**src/rtl/bus_sequencer_if.sv**
```systemverilog
// Handshake and datapath-control bundle for bus_sequencer.
// The master side issues run/instr; the slave side (the sequencer) drives the control outputs.
interface bus_sequencer_if #(
    parameter int unsigned CNT_W = 8
);
    logic             run;
    logic [5:0]       instr;
    logic [1:0]       bus_sel;
    logic [1:0]       reg_sel;
    logic [3:0]       rin;
    logic             ain;
    logic             gin;
    logic             addsub;
    logic             busy;
    logic             done;
    logic [CNT_W-1:0] icount;

    modport master (
        output run, instr,
        input  bus_sel, reg_sel, rin, ain, gin, addsub, busy, done, icount
    );

    modport slave (
        input  run, instr,
        output bus_sel, reg_sel, rin, ain, gin, addsub, busy, done, icount
    );
endinterface

```
**src/rtl/bus_sequencer.sv**
```systemverilog
// Multi-cycle control sequencer for a 4-register datapath: mv/mvi finish in T1,
// add/sub walk T1 (load A), T2 (load G), T3 (write back).
module bus_sequencer #(
    parameter int unsigned CNT_W = 8
) (
    input logic            clock,
    input logic            reset,
    bus_sequencer_if.slave bus
);
    typedef enum logic [1:0] {StIdle, StT1, StT2, StT3} state_e;

    localparam logic [1:0] OpMv  = 2'b00;
    localparam logic [1:0] OpMvi = 2'b01;

    state_e           state_q, state_d;
    logic [5:0]       ir_q, ir_d;
    logic [CNT_W-1:0] icount_q, icount_d;

    logic [1:0] op, rx, ry;
    logic [3:0] rx_onehot;

    logic [1:0] bus_sel;
    logic [1:0] reg_sel;
    logic [3:0] rin;
    logic       ain;
    logic       gin;
    logic       addsub;
    logic       done;

    assign op        = ir_q[5:4];
    assign rx        = ir_q[3:2];
    assign ry        = ir_q[1:0];
    assign rx_onehot = 4'b0001 << rx;

    always_ff @(posedge clock) begin
        if (reset) begin
            state_q  <= StIdle;
            ir_q     <= '0;
            icount_q <= '0;
        end else begin
            state_q  <= state_d;
            ir_q     <= ir_d;
            icount_q <= icount_d;
        end
    end

    // Outputs depend only on state_q and ir_q, so run/instr never reach them combinationally.
    always_comb begin
        state_d  = state_q;
        ir_d     = ir_q;
        icount_d = icount_q;
        bus_sel  = 2'b11;
        reg_sel  = 2'b00;
        rin      = 4'b0000;
        ain      = 1'b0;
        gin      = 1'b0;
        addsub   = 1'b0;
        done     = 1'b0;

        unique case (state_q)
            StIdle: begin
                if (bus.run) begin
                    ir_d    = bus.instr;
                    state_d = StT1;
                end
            end
            StT1: begin
                if (op == OpMv) begin
                    bus_sel = 2'b00;
                    reg_sel = ry;
                    rin     = rx_onehot;
                    done    = 1'b1;
                    state_d = StIdle;
                end else if (op == OpMvi) begin
                    bus_sel = 2'b01;
                    rin     = rx_onehot;
                    done    = 1'b1;
                    state_d = StIdle;
                end else begin
                    bus_sel = 2'b00;
                    reg_sel = rx;
                    ain     = 1'b1;
                    state_d = StT2;
                end
            end
            StT2: begin
                bus_sel = 2'b00;
                reg_sel = ry;
                gin     = 1'b1;
                addsub  = op[0];
                state_d = StT3;
            end
            StT3: begin
                bus_sel = 2'b10;
                rin     = rx_onehot;
                done    = 1'b1;
                state_d = StIdle;
            end
            default: state_d = StIdle;
        endcase

        if (done) begin
            icount_d = icount_q + CNT_W'(1);
        end
    end

    assign bus.bus_sel = bus_sel;
    assign bus.reg_sel = reg_sel;
    assign bus.rin     = rin;
    assign bus.ain     = ain;
    assign bus.gin     = gin;
    assign bus.addsub  = addsub;
    assign bus.done    = done;
    assign bus.busy    = (state_q != StIdle);
    assign bus.icount  = icount_q;
endmodule

```
**src/flat_wrapper.sv**
```systemverilog
// flat-port wrapper written by rule: the top's interface ports become plain ports
module bus_sequencer_flat 
#(
    parameter int unsigned CNT_W = 8
)
  (clock, reset, bus_run, bus_instr, bus_bus_sel, bus_reg_sel, bus_rin, bus_ain, bus_gin, bus_addsub, bus_busy, bus_done, bus_icount);
  bus_sequencer_if #(.CNT_W(CNT_W)) bus_i ();
  input logic clock;
  input logic reset;
  input wire logic [$bits(bus_i.run)-1:0] bus_run;
  input wire logic [$bits(bus_i.instr)-1:0] bus_instr;
  output wire logic [$bits(bus_i.bus_sel)-1:0] bus_bus_sel;
  output wire logic [$bits(bus_i.reg_sel)-1:0] bus_reg_sel;
  output wire logic [$bits(bus_i.rin)-1:0] bus_rin;
  output wire logic [$bits(bus_i.ain)-1:0] bus_ain;
  output wire logic [$bits(bus_i.gin)-1:0] bus_gin;
  output wire logic [$bits(bus_i.addsub)-1:0] bus_addsub;
  output wire logic [$bits(bus_i.busy)-1:0] bus_busy;
  output wire logic [$bits(bus_i.done)-1:0] bus_done;
  output wire logic [$bits(bus_i.icount)-1:0] bus_icount;
  assign bus_i.run = bus_run;
  assign bus_i.instr = bus_instr;
  assign bus_bus_sel = bus_i.bus_sel;
  assign bus_reg_sel = bus_i.reg_sel;
  assign bus_rin = bus_i.rin;
  assign bus_ain = bus_i.ain;
  assign bus_gin = bus_i.gin;
  assign bus_addsub = bus_i.addsub;
  assign bus_busy = bus_i.busy;
  assign bus_done = bus_i.done;
  assign bus_icount = bus_i.icount;
  bus_sequencer #(.CNT_W(CNT_W)) u_core (.clock(clock), .reset(reset), .bus(bus_i));
endmodule
```
**config.mk**
```make
export PLATFORM = sky130hd
export DESIGN_NAME = bus_sequencer_flat
export DESIGN_NICKNAME = d
export VERILOG_FILES = /design/src/rtl/bus_sequencer_if.sv /design/src/rtl/bus_sequencer.sv /design/src/flat_wrapper.sv
export SDC_FILE = /design/constraint.sdc
export NUM_CORES = 1
export LEC_CHECK = 0
export CORE_AREA = 2 2 47 49
export CTS_CLUSTER_DIAMETER = 40
export DETAILED_ROUTE_END_ITERATION = 10
export DIE_AREA = 0 0 49 51
export PLACE_DENSITY = 0.88
export REMOVE_ABC_BUFFERS = 1
export SYNTH_ARGS = -nofsm -noshare
export SYNTH_HDL_FRONTEND = slang
export SYNTH_SLANG_ARGS = --single-unit
```
**constraint.sdc**
```tcl
create_clock -name clock -period 2.6 [get_ports clock]
set_clock_uncertainty 0.15 [all_clocks]
set_input_delay 0.78 -clock clock [delete_from_list [all_inputs] [get_ports clock]]
set_output_delay 0.78 -clock clock [all_outputs]
set_load 0.02 [all_outputs]
```
==> out/metrics.cfg, run 1 <==
[timing]
period_minus_slack_ps=2540
hold_viol=0
tightest_slew_ps=597
fin_crit_sh_pct=97.5
slew_headroom_pct=60.1
finalMaxSlewViolations=0
finalSetupViolCount=0
fmax_mhz=394

[route]
antenna_left=0
wl_per_cell_microns=12.0
vias=813
wl_met3_microns=109
drt-total-wl_mm=1.95
vias_per_cell=4.99
drt-initial-drc-count=8
drc=0
m1WireLength_microns=762
dr_wl_met2_mm=1.03
highest_layer=met4
firstDrtPassIters=4

[cts]
htreeDepth=1
numCtsBuffers=3
cts_setup_buffers=0
cts_num_sinks=16
cts.path.max_buffers=2
insertion_delay_ps=280
path_clk_slew_ps=90
tritoncts=built
cts_root_buffer=clkbuf_4

[global_routing]
grt_pass1_vias=790
grt_max_degree=17
gr-total-overflow=0
grt_pass1_wl_mm=3.18
antenna_found_initial=0
grt_usage_pct=16.3

[logic_synthesis]
syn_inst=99
async_flop_share_pct=0
synth_fa_ha_area_share_pct=9.05
synth_top_family_by_area=simple AND/OR/NAND/NOR gates
synth-simple-area-share_pct=23.4
synthXorXnorAreaFrac_pct=7.39
yosysWarnings=0
syn_area_sq_um=830
ys_seq_area_share_pct=38.6
synth_edf_count=0
synth_cell_types=31
syn_area_per_cell_sq_um=8.38
synth-seq-cells=16
synth_compound_area_share_pct=15.2
synth_mux_area_share_pct=0
synthFlopType=dfxtp_1

[power_and_ir_drop]
p_leak_nw=0.527
total_power_mw=0.574
p_per_area_nw_per_um2=478
vdd_drop_max_mv=0.338

[floorplanning]
ioPinCount=30
die-width_microns=49
die-area_sq_um=2500
rows=17
start_util_pct=40.2
fp.dieH_microns=51
coreArea_sq_um=2060

[worst_setup_path]
cp_num_cells=6
start_kind=register
r2r.worst_path.cells=8
cp_cell_sequence=inv_1 -> ha_1 -> nor2b_4 -> nor2_4 -> nor3_1 -> clkdlybuf4s15_1
path_max_fanout=5
crit_arrival_ps=1610
critPathTopFamily=simple AND/OR/NAND/NOR gates
crit_slowest_cell=clkdlybuf4s15_1
crit_buf_inv=2
cp.required_ps=1670
regToRegStartpoint=u_core.state_q[0]
critPathKind=register to primary output
end_kind=primary output
critPathMaxStageDelay_ps=330

[worst_hold_path]
holdPathStages=2
hp-class=register to register
min_from=u_core.ir_q[0]

[placed_design]
portBuffers=29
hpwl_mm=1.50
gp_congestion=0.794

[layout]
synthToLayoutAreaGrowth_pct=44.8
antenna_cells=0
seqCellArea_sq_um=322
nets=151
num-fill-cells=199
final_core_util_pct=58.2
multi_input_area_sq_um=477
layout-drive-gt1-share_pct=21.5

[status]
outcome=finished clean

[flow_run]
cap_violations=0

[metal layers]
layer,track usage (%),vias up
met1,17.5,369
met4,9.05,0
met5,0,-
li1,-,409
met2,29.2,29
met3,4.39,6
[repair_timing]
action	4_1_cts	5_1_grt
hold buffers	0	0
pin swaps	0	1
endpoints found under the hold margin	0	0
cloned	0	0
resized for setup	23	16
setup endpoints to repair	12	7
[synth_stat cells (2+ instances only)]
master / instances / area share, %
o21ai_0: 2 / 1.2
ha_1: 6 / 9.0
a21oi_1: 8 / 4.8
xor2_1: 6 / 6.3
nor2_1: 12 / 5.4
nor3b_1: 2 / 1.8
buf_2: 2 / 1.2
nand3_1: 6 / 3.6
a21o_2: 2 / 2.1
and3_1: 3 / 2.3
a22oi_1: 2 / 1.8
inv_1: 5 / 2.3
o2111ai_1: 2 / 2.1
nand2_1: 9 / 4.1
dfxtp_1: 16 / 39
[logic make-up (layout without fill, tap and decap cells)]
group / Yosys count / after routing
AOI/OAI and AO/OA: 20 / 20
xor gates and xnor gates: 7 / 7
adders and majority gates: 6 / 6
buffers and inverters: 11 / 47
DFF: 16 / 16
and+or+nand+nor: 39 / 39
[worst paths after layout]
kind	end	slack (ps)
worst min-delay path	u_core.ir_q[0]	330
worst max-delay path	bus_rin[0]	60
worst max register to register	register	960
worst min register to register	u_core.ir_q[0]	330
[state kept, by name, indices dropped and copies added (netlist names), named ones only]
signal	count
u_core.bus.icount	8
u_core.ir_q	6
u_core.state_q	1
[power breakdown]
| part | switching, mW | leakage [nW] | internal, mW | total (mW) |
|---|---|---|---|---|
| Clock | 0.0755 | 0.0210 | 0.0852 | 0.161 |
| Sequential | 0.0123 | 0.131 | 0.258 | 0.270 |
| Combinational | 0.0777 | 0.375 | 0.0658 | 0.143 |
| Total | 0.166 | 0.527 | 0.409 | 0.574 |
[tightest hold or removal path, delay by kind of cell, from the launching register on]
| kind | cells | cell delay (ps) |
|---|---|---|
| AND/OR/NAND/NOR | 1 | 60 |
| AO/OA/AOI/OAI | 1 | 50 |
| flip-flops | 1 | 330 |
[cells in the final DEF, fill, tap and decap left out, types with 2 or more instances in the layout]
master           Yosys  routed
a21o_2               2       2
a21oi_1              8       8
a22oi_2              0       2
and3_1               3       3
buf_2                2       3
buf_4                0       8
clkbuf_2             1       4
clkbuf_4             0       3
clkdlybuf4s50_1      0      16
dfxtp_1             16      15
dlygate4sd2_1        0       5
ha_1                 6       5
inv_1                5       5
nand2_1              9       9
nand3_1              6       6
nor2_1              12      12
nor3b_1              2       2
o2111ai_1            2       2
o21ai_0              2       2
xor2_1               6       6
[final cells by class]
type | count | area share (%)
well taps | 28 | 2.92
multi-input cells | 72 | 39.7
flip-flops and latches | 16 | 26.8
inverters | 6 | 1.88
clock buffers | 4 | 3.02
repair buffers | 37 | 25.7
[per-stage QoR]
| stage | hold slack, ps | worst slack, ps | setup TNS [ps] | instance area (sq um) | std cells |
|---|---|---|---|---|---|
| 6_report | 335 | 64.6 | 0 | 1200 | 163 |
| 5_1_grt | 362 | -25.6 | -37.3 | 1200 | 163 |
| 4_1_cts | 319 | 5.30 | 0 | 1210 | 163 |
| 3_5_place_dp | 306 | -187 | -743 | 1180 | 159 |
| 3_3_place_gp | 301 | -103 | -295 | 1180 | 159 |
| 2_1_floorplan | 280 | 54.9 | 0 | 800 | 94 |
Note: power is estimated with default switching activity, not from simulation.
==> run 2: changes to the inputs <==
--- a/config.mk
+++ b/config.mk
@@ -11,6 +11,7 @@
 export DIE_AREA = 0 0 49 51
 export PLACE_DENSITY = 0.88
 export REMOVE_ABC_BUFFERS = 1
+export SKIP_CTS_REPAIR_TIMING = 1
 export SYNTH_ARGS = -nofsm -noshare
 export SYNTH_HDL_FRONTEND = slang
 export SYNTH_SLANG_ARGS = --single-unit
==> run 2 against run 1 <==
Net effect: critical path depth increased by 1; die area is the same; total power increased by 0.43%; register-to-register slack is essentially flat; cell count unchanged; fmax fell by 0.63%; flip-flop and latch count unchanged; first-iteration DRC count fell by 25%; highest routed layer unchanged; largest power group unchanged; sequential power hardly changed; via count shrank 0.62%; worst hold slack better by 1.1 ps.
==> out/metrics.cfg, run 2 (synthesized netlist as in run 1, its figures left out) <==
[worst_setup_path]
path_max_fanout=4
cp.required_ps=1670
critPathKind=register to primary output
end_kind=primary output
start_kind=register
critPathTopFamily=compound AO/OA/AOI/OAI gates
crit_arrival_ps=1620
regToRegStartpoint=u_core.state_q[0]
crit_slowest_cell=dfxtp_1
cp_cell_sequence=inv_1 -> ha_1 -> nor2b_4 -> a21o_2 -> a22oi_1 -> nor2_1 -> clkbuf_2
critPathMaxStageDelay_ps=350
crit_buf_inv=2

[route]
vias=808
firstDrtPassIters=4
drc=0
wl_per_cell_microns=11.7
drt-initial-drc-count=6
vias_per_cell=4.96
antenna_left=0
drt-total-wl_mm=1.90

[floorplanning]
fp.dieH_microns=51
die-width_microns=49
ioPinCount=30
coreArea_sq_um=2060
rows=17
die-area_sq_um=2500
start_util_pct=40.2

[timing]
grt_setup_unrepaired=yes
period_minus_slack_ps=2550
finalSetupViolCount=0
slew_headroom_pct=60.2
fin_crit_sh_pct=98.1
finalMaxSlewViolations=0
hold_viol=0
tightest_slew_ps=595
fmax_mhz=392
setup_slack_ps=48.5

[layout]
seqCellArea_sq_um=322
synthToLayoutAreaGrowth_pct=50.1
largest_reg_flops=8
layout-drive-gt1-share_pct=17.0
final_cell_mix=clkdlybuf4s50_1 (16), dfxtp_1 (15), nor2_1 (12), dlymetal6s2s_1 (10), nand2_1 (9)
nets=151
final_common_cell=clkdlybuf4s50_1
antenna_cells=0
multi_input_area_sq_um=469
num-fill-cells=183

[cts]
path_clk_slew_ps=90
htreeDepth=1
numCtsBuffers=3
insertion_delay_ps=280
tritoncts=built
cts_num_sinks=16
cts_root_buffer=clkbuf_4
cts.path.max_buffers=2

[global_routing]
grt_usage_pct=16.4
antenna_found_initial=0
grt_pass1_wl_mm=3.19
gr-total-overflow=0
grt_max_degree=17
grt_pass1_vias=789

[worst_hold_path]
min_from=u_core.ir_q[0]
hp-class=register to register

[placed_design]
gp_congestion=0.794
portBuffers=29
place_ws_ps=-187
hpwl_mm=1.50

[power_and_ir_drop]
vdd_drop_max_mv=0.379
p_per_area_nw_per_um2=463
p_leak_nw=0.653
total_power_mw=0.577

[status]
outcome=finished clean

[flow_run]
cap_violations=0

-- run 2: cell types whose count changed in the layout (fill, tap and decap cells not counted), sizes merged --
cell,delta
dlygate4sd2,-5
dlymetal6s2s,+10
clkdlybuf4s15,-1
clkbuf,-1
buf,-3
-- run 2: worst paths after layout --
| path | endpoint | slack [ps] | cells after the start |
|---|---|---|---|
| max | bus_reg_sel[1] | 50 | 7 |
| min | u_core.ir_q[0] | 340 | 2 |
| max reg2reg | register | 970 | 8 |
| min reg2reg | u_core.ir_q[0] | 340 | 2 |
-- run 2: layout make-up --
type / instances / share of cell area (%)
Multi-Input combinational cell: 72 / 37.7
Timing Repair Buffer: 37 / 28.9
Sequential cell: 16 / 25.8
Clock buffer: 4 / 2.91
Tap cell: 28 / 2.81
Inverter: 6 / 1.81
-- run 2: through the flow --
stage               setup TNS (ps)  hold slack [ps]  std cells  cell area (sq um)  util (%)
finish                           0              336        163               1240      60.3
global route                 -42.2              359        163               1240      60.3
CTS                          -3910              319        163               1220      59.2
detailed placement            -743              306        159               1180      57.4
global placement              -295              301        159               1180      57.4
floorplan                        0              280         94                800         -
-- run 2: worst min-delay path, cell delays in order, from the launching register on --
cell	delay, ps
dfxtp_1	330
nand2_1	60
a21oi_1	60
-- run 2: power by group --
group	leakage, nW	total [mW]	switching (mW)	internal, mW
sequential	0.131	0.270	0.0118	0.258
clock	0.0210	0.160	0.0747	0.0851
combinational	0.501	0.147	0.0764	0.0710
-- run 2: layer usage --
metal	GRT usage (%)	wire length, microns	vias up
li1	-	-	408
met1	17.7	745	371
met2	29.2	1020	25
met3	4.39	97	4
met4	9.05	34	0
met5	0	0	-
==> run 3: changes to the inputs <==
--- a/config.mk
+++ b/config.mk
@@ -5,11 +5,12 @@
 export SDC_FILE = /design/constraint.sdc
 export NUM_CORES = 1
 export LEC_CHECK = 0
-export CORE_AREA = 2 2 47 49
+export CAP_MARGIN = 10
+export CORE_AREA = 2 2 46 48
 export CTS_CLUSTER_DIAMETER = 40
 export DETAILED_ROUTE_END_ITERATION = 10
-export DIE_AREA = 0 0 49 51
-export PLACE_DENSITY = 0.88
+export DIE_AREA = 0 0 48 50
+export PLACE_DENSITY = 0.91
 export REMOVE_ABC_BUFFERS = 1
 export SKIP_CTS_REPAIR_TIMING = 1
 export SYNTH_ARGS = -nofsm -noshare
==> constraint.sdc (replaced) <==
create_clock -name clock -period 3.3 [get_ports clock]
set_clock_uncertainty 0.15 [all_clocks]
set_input_delay 0.99 -clock clock [delete_from_list [all_inputs] [get_ports clock]]
set_output_delay 0.99 -clock clock [all_outputs]
set_load 0.02 [all_outputs]
==> run 3 against run 2 <==
Net effect: final area decreased by 4.6%; critical path depth decreased by 1; first-iteration DRC count increased to 3.0 times the previous value; sequential power fell by 21%; cell count decreased by 4.9%; via count is 0.50% lower; sequential share of layout area up 1.1 points; die area shrank 4.0%; clock power decreased by 17%; highest routed layer unchanged.
==> out/metrics.cfg, run 3 (synthesized netlist as in run 1, its figures left out) <==
[route]
wl_per_cell_microns=12.4
antenna_left=0
drt-initial-drc-count=18
drt-total-wl_mm=1.92
drc=0
vias_per_cell=5.19
firstDrtPassIters=6
vias=804

[worst_setup_path]
start_kind=register
cp_cell_sequence=inv_1 -> ha_1 -> nor2b_4 -> nor2_4 -> nor3_1 -> clkdlybuf4s50_1
crit_slowest_cell=clkdlybuf4s50_1
critPathKind=register to primary output
critPathMaxStageDelay_ps=620
end_kind=primary output
cp.required_ps=2160
path_max_fanout=5
critPathTopFamily=buffers and inverters
crit_arrival_ps=2000
crit_buf_inv=2

[cts]
cts_num_sinks=16
cts.path.max_buffers=2
htreeDepth=1
insertion_delay_ps=290
cts_root_buffer=clkbuf_4
tritoncts=built
numCtsBuffers=3
path_clk_slew_ps=100

[layout]
nets=144
synthToLayoutAreaGrowth_pct=43.1
num-fill-cells=166
layout-drive-gt1-share_pct=8.59
final_cell_mix=clkdlybuf4s50_1 (24), dfxtp_1 (16), nor2_1 (12), nand2_1 (9), a21oi_1 (8)
stdcell_count=155
largest_reg_flops=8
antenna_cells=0
finish.instance_area_sq_um=1190
final_common_cell=clkdlybuf4s50_1

[floorplanning]
rows=16
coreArea_sq_um=1900
start_util_pct=43.6
die-area_sq_um=2400
die-width_microns=48
ioPinCount=30
fp.dieH_microns=50

[placed_design]
hpwl_mm=1.47
place_inst=151
portBuffers=29
place_area_sq_um=1130
gp_congestion=0.781

[global_routing]
grt_usage_pct=18.5
grt_pass1_wl_mm=3.30
antenna_found_initial=0
gr-total-overflow=0
grt_pass1_vias=737
grt_max_degree=17

[timing]
period_minus_slack_ps=3140
slew_headroom_pct=60.6
tightest_slew_ps=589
grt_setup_unrepaired=no
fin_crit_sh_pct=95.2
finalMaxSlewViolations=0
hold_viol=0
finalSetupViolCount=0
fin_hold_ws_ps=317
fmax_mhz=318
finalSetupTns_ps=0

[flow_run]
cap_violations=0

[power_and_ir_drop]
p_per_area_nw_per_um2=385
vdd_drop_max_mv=0.232
p_leak_nw=0.561
total_power_mw=0.457

[worst_hold_path]
hp-class=register to register

[status]
outcome=finished clean

[run 3: cell types whose count changed in the layout (fill, tap and decap cells not counted)]
cell | before | now
a22oi_1 | 1 | 2
a22oi_2 | 1 | 0
dfxtp_1 | 15 | 16
buf_4 | 8 | 1
dfxtp_2 | 1 | 0
clkbuf_2 | 3 | 0
dlymetal6s2s_1 | 10 | 5
clkdlybuf4s50_1 | 16 | 24
[run 3: per-layer routing]
layer / up-vias / routed length, microns / track usage [%]
met5: - / 0 / 0
met4: 0 / 9 / 4.95
met3: 2 / 106 / 4.76
met2: 32 / 972 / 30.4
met1: 379 / 834 / 23.1
li1: 391 / - / -
[run 3: per-stage QoR]
stage               util, %  setup slack [ps]
finish                 62.4               159
global route           62.4              24.9
CTS                    61.4              -137
detailed placement     59.5               217
global placement       59.5               323
floorplan                 -               545
[run 3: worst paths after layout]
kind / start / endpoint / slack (ps) / cells past startpoint
max: register / bus_rin[0] / 160 / 6
min: u_core.ir_q[1] / u_core.ir_q[1] / 320 / 2
max reg2reg: register / u_core.bus.icount[5] / 1570 / 7
min reg2reg: u_core.ir_q[1] / u_core.ir_q[1] / 320 / 2
[run 3: cell type report]
type,count,area (sq um),area share [%]
Timing Repair Buffer,30,310,26.1
Tap cell,27,33.8,2.85
Clock buffer,4,36.3,3.06
Multi-Input combinational cell,72,464,39.1
Inverter,6,22.5,1.90
Sequential cell,16,320,27.0
[run 3: worst min-delay path, cell delays in order, from the launching register on]
cell and delay (ps):
dfxtp_1 320, nand2_1 50, a21oi_1 60
[run 3: power by group]
group          internal [mW]  switching, mW
logic                 0.0523         0.0584
clock network         0.0672         0.0655
registers              0.203         0.0109
